## src/rtl/idss_loader_if.sv

```systemverilog
// Stream, IDSS-drive and window-handshake signals of the IDSS loader.
interface idss_loader_if #(
  parameter int unsigned IO_DATA_WIDTH     = 16,
  parameter int unsigned FEATURE_MAP_WIDTH = 1024,
  parameter int unsigned NB_GROUPS         = 4
);
  logic                                 start;
  logic [IO_DATA_WIDTH-1:0]             in_row_1;
  logic [IO_DATA_WIDTH-1:0]             in_row_2;
  logic [IO_DATA_WIDTH-1:0]             in_row_3;
  logic                                 in_valid;
  logic                                 in_ready;
  logic [IO_DATA_WIDTH-1:0]             row_1;
  logic [IO_DATA_WIDTH-1:0]             row_2;
  logic [IO_DATA_WIDTH-1:0]             row_3;
  logic                                 shift;
  logic [$clog2(NB_GROUPS)-1:0]         LE_select;
  logic                                 window_valid;
  logic                                 window_ack;
  logic [$clog2(FEATURE_MAP_WIDTH)-1:0] col_idx;
  logic                                 band_done;
  logic                                 busy;

  modport master (
    output start, in_row_1, in_row_2, in_row_3, in_valid, window_ack,
    input  in_ready, row_1, row_2, row_3, shift, LE_select,
           window_valid, col_idx, band_done, busy
  );

  modport slave (
    input  start, in_row_1, in_row_2, in_row_3, in_valid, window_ack,
    output in_ready, row_1, row_2, row_3, shift, LE_select,
           window_valid, col_idx, band_done, busy
  );
endinterface

```

## src/rtl/idss_loader.sv

```systemverilog
// Sequences a column/group beat stream into the IDSS and announces each
// complete KERNEL_SIZE x KERNEL_SIZE x NB_GROUPS window to the MAC controller.
module idss_loader #(
  parameter int unsigned IO_DATA_WIDTH     = 16,
  parameter int unsigned FEATURE_MAP_WIDTH = 1024,
  parameter int unsigned KERNEL_SIZE       = 3,
  parameter int unsigned NB_GROUPS         = 4
) (
  input  logic          clk,
  input  logic          arst_in,
  idss_loader_if.slave  bus
);
  localparam int unsigned GW   = $clog2(NB_GROUPS);
  localparam int unsigned CW   = $clog2(FEATURE_MAP_WIDTH);
  localparam int unsigned BW   = $clog2(KERNEL_SIZE * NB_GROUPS);
  localparam int unsigned NWIN = FEATURE_MAP_WIDTH - KERNEL_SIZE + 1;

  localparam logic [BW-1:0] FILL_LAST  = BW'(KERNEL_SIZE * NB_GROUPS - 1);
  localparam logic [BW-1:0] SLIDE_LAST = BW'(NB_GROUPS - 1);
  localparam logic [GW-1:0] GRP_LAST   = GW'(NB_GROUPS - 1);
  localparam logic [CW-1:0] COL_LAST   = CW'(NWIN - 1);

  typedef enum logic [1:0] {
    IDLE,
    FILL,
    WAIT,
    SLIDE
  } state_e;

  state_e                   state_q, state_d;
  logic [BW-1:0]            beat_q, beat_d;
  logic [GW-1:0]            grp_q, grp_d;
  logic [CW-1:0]            col_q, col_d;
  logic [IO_DATA_WIDTH-1:0] row1_q, row1_d;
  logic [IO_DATA_WIDTH-1:0] row2_q, row2_d;
  logic [IO_DATA_WIDTH-1:0] row3_q, row3_d;
  logic [GW-1:0]            le_q, le_d;
  logic                     shift_q, shift_d;
  logic                     wv_q, wv_d;
  logic                     bd_q, bd_d;

  logic in_ready;
  logic accept;
  logic ack;

  assign in_ready = (state_q == FILL) || (state_q == SLIDE);
  assign accept   = bus.in_valid && in_ready;
  assign ack      = (state_q == WAIT) && wv_q && bus.window_ack;

  always_comb begin
    state_d = state_q;
    beat_d  = beat_q;
    grp_d   = grp_q;
    col_d   = col_q;
    row1_d  = row1_q;
    row2_d  = row2_q;
    row3_d  = row3_q;
    le_d    = le_q;
    shift_d = accept;
    wv_d    = wv_q;
    bd_d    = 1'b0;

    if (accept) begin
      row1_d = bus.in_row_1;
      row2_d = bus.in_row_2;
      row3_d = bus.in_row_3;
      le_d   = grp_q;
      grp_d  = (grp_q == GRP_LAST) ? '0 : grp_q + GW'(1);
      beat_d = beat_q + BW'(1);
    end

    case (state_q)
      IDLE: begin
        // a start coinciding with the band_done pulse is dropped
        if (bus.start && !bd_q) begin
          state_d = FILL;
          beat_d  = '0;
          grp_d   = '0;
          col_d   = '0;
        end
      end
      FILL: begin
        if (accept && (beat_q == FILL_LAST)) begin
          state_d = WAIT;
          beat_d  = '0;
        end
      end
      WAIT: begin
        // first WAIT cycle carries the window's last shift; announce after it
        if (shift_q) begin
          wv_d = 1'b1;
        end
        if (ack) begin
          wv_d = 1'b0;
          if (col_q == COL_LAST) begin
            state_d = IDLE;
            bd_d    = 1'b1;
          end else begin
            state_d = SLIDE;
            col_d   = col_q + CW'(1);
          end
        end
      end
      SLIDE: begin
        if (accept && (beat_q == SLIDE_LAST)) begin
          state_d = WAIT;
          beat_d  = '0;
        end
      end
      default: state_d = IDLE;
    endcase
  end

  always_ff @(posedge clk or posedge arst_in) begin
    if (arst_in) begin
      state_q <= IDLE;
      beat_q  <= '0;
      grp_q   <= '0;
      col_q   <= '0;
      row1_q  <= '0;
      row2_q  <= '0;
      row3_q  <= '0;
      le_q    <= '0;
      shift_q <= 1'b0;
      wv_q    <= 1'b0;
      bd_q    <= 1'b0;
    end else begin
      state_q <= state_d;
      beat_q  <= beat_d;
      grp_q   <= grp_d;
      col_q   <= col_d;
      row1_q  <= row1_d;
      row2_q  <= row2_d;
      row3_q  <= row3_d;
      le_q    <= le_d;
      shift_q <= shift_d;
      wv_q    <= wv_d;
      bd_q    <= bd_d;
    end
  end

  assign bus.in_ready     = in_ready;
  assign bus.row_1        = row1_q;
  assign bus.row_2        = row2_q;
  assign bus.row_3        = row3_q;
  assign bus.shift        = shift_q;
  assign bus.LE_select    = le_q;
  assign bus.window_valid = wv_q;
  assign bus.col_idx      = col_q;
  assign bus.band_done    = bd_q;
  assign bus.busy         = (state_q != IDLE);

endmodule
```

## src/flat_wrapper.sv

```systemverilog
// flat-port wrapper written by rule: the top's interface ports become plain ports
module idss_loader_flat 
#(
  parameter int unsigned IO_DATA_WIDTH     = 16,
  parameter int unsigned FEATURE_MAP_WIDTH = 1024,
  parameter int unsigned KERNEL_SIZE       = 3,
  parameter int unsigned NB_GROUPS         = 4
)
  (clk, arst_in, bus_start, bus_in_row_1, bus_in_row_2, bus_in_row_3, bus_in_valid, bus_window_ack, bus_in_ready, bus_row_1, bus_row_2, bus_row_3, bus_shift, bus_LE_select, bus_window_valid, bus_col_idx, bus_band_done, bus_busy);
  idss_loader_if #(.IO_DATA_WIDTH(IO_DATA_WIDTH), .FEATURE_MAP_WIDTH(FEATURE_MAP_WIDTH), .NB_GROUPS(NB_GROUPS)) bus_i ();
  input  logic clk;
  input  logic arst_in;
  input wire logic [$bits(bus_i.start)-1:0] bus_start;
  input wire logic [$bits(bus_i.in_row_1)-1:0] bus_in_row_1;
  input wire logic [$bits(bus_i.in_row_2)-1:0] bus_in_row_2;
  input wire logic [$bits(bus_i.in_row_3)-1:0] bus_in_row_3;
  input wire logic [$bits(bus_i.in_valid)-1:0] bus_in_valid;
  input wire logic [$bits(bus_i.window_ack)-1:0] bus_window_ack;
  output wire logic [$bits(bus_i.in_ready)-1:0] bus_in_ready;
  output wire logic [$bits(bus_i.row_1)-1:0] bus_row_1;
  output wire logic [$bits(bus_i.row_2)-1:0] bus_row_2;
  output wire logic [$bits(bus_i.row_3)-1:0] bus_row_3;
  output wire logic [$bits(bus_i.shift)-1:0] bus_shift;
  output wire logic [$bits(bus_i.LE_select)-1:0] bus_LE_select;
  output wire logic [$bits(bus_i.window_valid)-1:0] bus_window_valid;
  output wire logic [$bits(bus_i.col_idx)-1:0] bus_col_idx;
  output wire logic [$bits(bus_i.band_done)-1:0] bus_band_done;
  output wire logic [$bits(bus_i.busy)-1:0] bus_busy;
  assign bus_i.start = bus_start;
  assign bus_i.in_row_1 = bus_in_row_1;
  assign bus_i.in_row_2 = bus_in_row_2;
  assign bus_i.in_row_3 = bus_in_row_3;
  assign bus_i.in_valid = bus_in_valid;
  assign bus_i.window_ack = bus_window_ack;
  assign bus_in_ready = bus_i.in_ready;
  assign bus_row_1 = bus_i.row_1;
  assign bus_row_2 = bus_i.row_2;
  assign bus_row_3 = bus_i.row_3;
  assign bus_shift = bus_i.shift;
  assign bus_LE_select = bus_i.LE_select;
  assign bus_window_valid = bus_i.window_valid;
  assign bus_col_idx = bus_i.col_idx;
  assign bus_band_done = bus_i.band_done;
  assign bus_busy = bus_i.busy;
  idss_loader #(.IO_DATA_WIDTH(IO_DATA_WIDTH), .FEATURE_MAP_WIDTH(FEATURE_MAP_WIDTH), .KERNEL_SIZE(KERNEL_SIZE), .NB_GROUPS(NB_GROUPS)) u_core (.clk(clk), .arst_in(arst_in), .bus(bus_i));
endmodule
```

## config.mk

```make
export PLATFORM = sky130hd
export DESIGN_NAME = idss_loader_flat
export DESIGN_NICKNAME = d
export VERILOG_FILES = /design/src/rtl/idss_loader_if.sv /design/src/rtl/idss_loader.sv /design/src/flat_wrapper.sv
export SDC_FILE = /design/constraint.sdc
export NUM_CORES = 1
export LEC_CHECK = 0
export BUFFER_PORTS_ARGS = -buffer_cell sky130_fd_sc_hd__buf_2
export CORE_UTILIZATION = 48
export CTS_CLUSTER_SIZE = 40
export DETAILED_ROUTE_END_ITERATION = 12
export MAX_ROUTING_LAYER = met4
export PLACE_DENSITY = 0.76
export SLEW_MARGIN = 10
export SYNTH_ARGS = -nofsm -noshare
export SYNTH_HDL_FRONTEND = slang
export SYNTH_SLANG_ARGS = --single-unit
```

## constraint.sdc

```tcl
create_clock -name clk -period 2.3 [get_ports clk]
set_input_delay 0.23 -clock clk [delete_from_list [all_inputs] [get_ports clk]]
set_output_delay 0.23 -clock clk [all_outputs]
set_load 0.02 [all_outputs]
```

==> flow_metrics.tcl <==
set metrics [dict create \
    run_status "finished, final reports clean" \
    worstSkewPairLatency_ns 0.33 \
    fin_setup_tns_ns 0 \
    placed_area_sq_um 3643 \
    min-delay-start "bus_in_row_3[4]" \
    pin_count 118 \
    die_w_microns 80.85 \
    power.leakage_nw 2.120 \
    critPathSlowestCell "nor4_1" \
    critical_path.cell_chain "nor3b_1, nor4_1, nor2_1, mux2_2" \
    crit_path_end_kind "flip-flop" \
    dp_hpwl_microns 4516 \
    fmaxAchievable_mhz 472.9 \
    route.detailed.drc 0 \
    path_max_fanout 11 \
    final_common_cell "nand2_1" \
    fp.coreArea_sq_um 5956 \
    grt_first_pass_wirelength_microns 10670 \
    cp-start-kind "flip-flop" \
    post_cts_resized 0 \
    vias 2625 \
    path_clk_slew_ns 0.07 \
    skew_ns 0.006235 \
    port_buffers 117 \
    htreeDepth 3 \
    crit_type "flip-flop to flip-flop" \
    synth_edf_count 0 \
    hold_viol_final 0 \
    drive_gt1_frac 0.3147 \
    worst_slew_pin_slew_ns 1.003 \
    wl_microns 6510 \
    hold_class "primary input to flip-flop" \
    cts_root_buf "clkbuf_8" \
    cts_hold_buf 1 \
    start_util 0.5011 \
    post_drt_wl_per_cell_microns 12.45 \
    fillers 545 \
    startpoint "u_core.state_q[1]$_DFFE_PP0P_" \
    dp_cells 509 \
    min_period_ns 2.115 \
    syn2layout_area_growth_pct 28.13 \
    hold_depth 3 \
    cp.required_ns 2.52 \
    overflow 0 \
    drv_slew 0 \
    final_nets 504 \
    final_area_sq_um 3824 \
    ys.flop_type "dfrtp_1" \
    seq_area_frac_synth 0.5954 \
    grt_pass1_vias 2492 \
    synth.distinct_cells 34 \
    rows 28 \
    synthArstFlopShare 1.000 \
    cts.sinks 71 \
    syn-cell-area_sq_um 2984 \
    synth_nets 386 \
    timing.rr.end "u_core.bus.col_idx[0]$_DFFE_PP0P_" \
    synth_seq_cells 71 \
    post_cts_buffers 0 \
    grt_max_degree 55 \
    rsz0062_at_grt "false" \
    setup_viol 0 \
    reg2reg_depth 4 \
    period_share 0.9195 \
    syn_inst 328 \
    grt_usage 0.2203 \
    post_drt_via_cell_ratio 5.019 \
    r2r-start "u_core.state_q[1]$_DFFE_PP0P_" \
    relSlewSlack 0.3254 \
    final_cells 523 \
    drv_cap 0 \
    final_cell_mix "nand2_1, buf_2, dfrtp_1" \
    cts_buffers 9 \
    worstPathArrival_ns 2.33 \
    ff2ff_setup_slack_ns 0.19 \
    first_iter_violations 140 \
    antenna_found_initial 0 \
    dieArea_sq_um 6536 \
    syn_area_per_cell_sq_um 9.098 \
    holdPathEnd "u_core.bus.row_3[4]$_DFFE_PP0P_" \
    irDropWorstVdd_v 0.0004982 \
    ant_nets 0 \
    cpPeakStageDelay_ns 0.88 \
    synth_warnings 0 \
    gp_congestion 0.8867 \
    cts_buffer_depth 2 \
    num_antenna_cells 0 \
    powerDensity_nw_per_um2 1090 \
    firstDrtPassIters 4 \
    fp.dieH_microns 80.85 \
    cts_tree "done" \
]
## layout make-up
cell class	instances	area (sq um)	share of cell area
clock inverters	1	5.005	0.001309
flip-flops and latches	71	1777	0.4647
clock buffers	12	165.2	0.04319
multi-input cells	236	1122	0.2935
inverters	6	22.52	0.005890
repair buffers	122	638.1	0.1669
well taps	75	93.84	0.02454
## power breakdown
group / switching [mW] / internal (mW)
Sequential: 0.276 / 1.61
Clock: 0.419 / 0.461
Combinational: 0.920 / 0.483
## worst max-delay path: cells and delay by family (launching register included)
kind	cells	cell delay, ns
and+or+nand+nor	3	1.16
muxes	1	0.31
DFF	1	0.54
## per-stage QoR
stage	worst slack (ns)	util	power (mW)	hold WS, ns
after floorplan	0.2734	-	2.820	0.3354
after global placement	0.3198	0.6118	3.279	0.2638
after detailed placement	0.2050	0.6118	3.329	0.2750
after CTS	0.1486	0.6420	4.220	0.06882
after global routing	0.02205	0.6420	4.470	0.07780
final	0.1852	0.6420	4.168	0.08165
## routing by layer
metal | routed length (microns) | part of all wire | global-route usage
met1 | 2971 | 0.46 | 0.2644
met2 | 3140 | 0.48 | 0.3588
met3 | 295 | 0.045 | 0.04157
met4 | 102 | 0.016 | 0.1018
met5 | 0 | 0 | -
## synthesized netlist by cell type (2+ instances only)
cell,instances,area share
nand3_1,3,0.0050
nand4_1,4,0.0084
nand4b_1,2,0.0059
a21oi_1,10,0.017
buf_1,2,0.0025
nor2_1,11,0.014
or4_1,7,0.018
o21ai_0,2,0.0034
or3_1,2,0.0042
xor2_1,3,0.0088
nand2_1,163,0.21
dfrtp_1,71,0.60
clkbuf_1,11,0.014
ha_1,5,0.021
nor3_1,2,0.0034
inv_1,6,0.0075
o31ai_1,7,0.018
## worst max-delay path by stage
stage          depth (start not counted)                                 to  slack, ns
6_report                               4  u_core.bus.col_idx[0]$_DFFE_PP0P_       0.19
4_1_cts                                6  u_core.bus.col_idx[0]$_DFFE_PP0P_       0.15
3_3_place_gp                           4  u_core.bus.col_idx[9]$_DFFE_PP0P_       0.32
2_1_floorplan                          1         u_core.beat_q[0]$_DFF_PP0_       0.27
5_1_grt                                6  u_core.bus.col_idx[0]$_DFFE_PP0P_       0.02
3_5_place_dp                           6  u_core.bus.col_idx[0]$_DFFE_PP0P_       0.20
## cells by family (layout without fill, tap and decap cells)
logic type                 Yosys count  count (layout)  share of synthesized area
and+or+nand+nor                    201             201                     0.2860
adders and majority gates            5               5                    0.02096
buffers and inverters               21             141                    0.02935
DFF                                 71              71                     0.5954
xor gates and xnor gates             4               4                    0.01174
muxes                                1               1                   0.003773
AOI/OAI and AO/OA                   25              25                    0.05284
## sequential cells by signal (all words and copies together) (netlist names)
register,cells
u_core.beat_q,4
u_core.bus.LE_select,2
u_core.bus.band_done,1
u_core.bus.col_idx,10
u_core.bus.row_1,16
u_core.bus.row_2,16
u_core.bus.row_3,16
u_core.bus.shift,1
u_core.bus.window_valid,1
u_core.grp_q,2
u_core.state_q,2
Power figures use the tool's default switching activity.
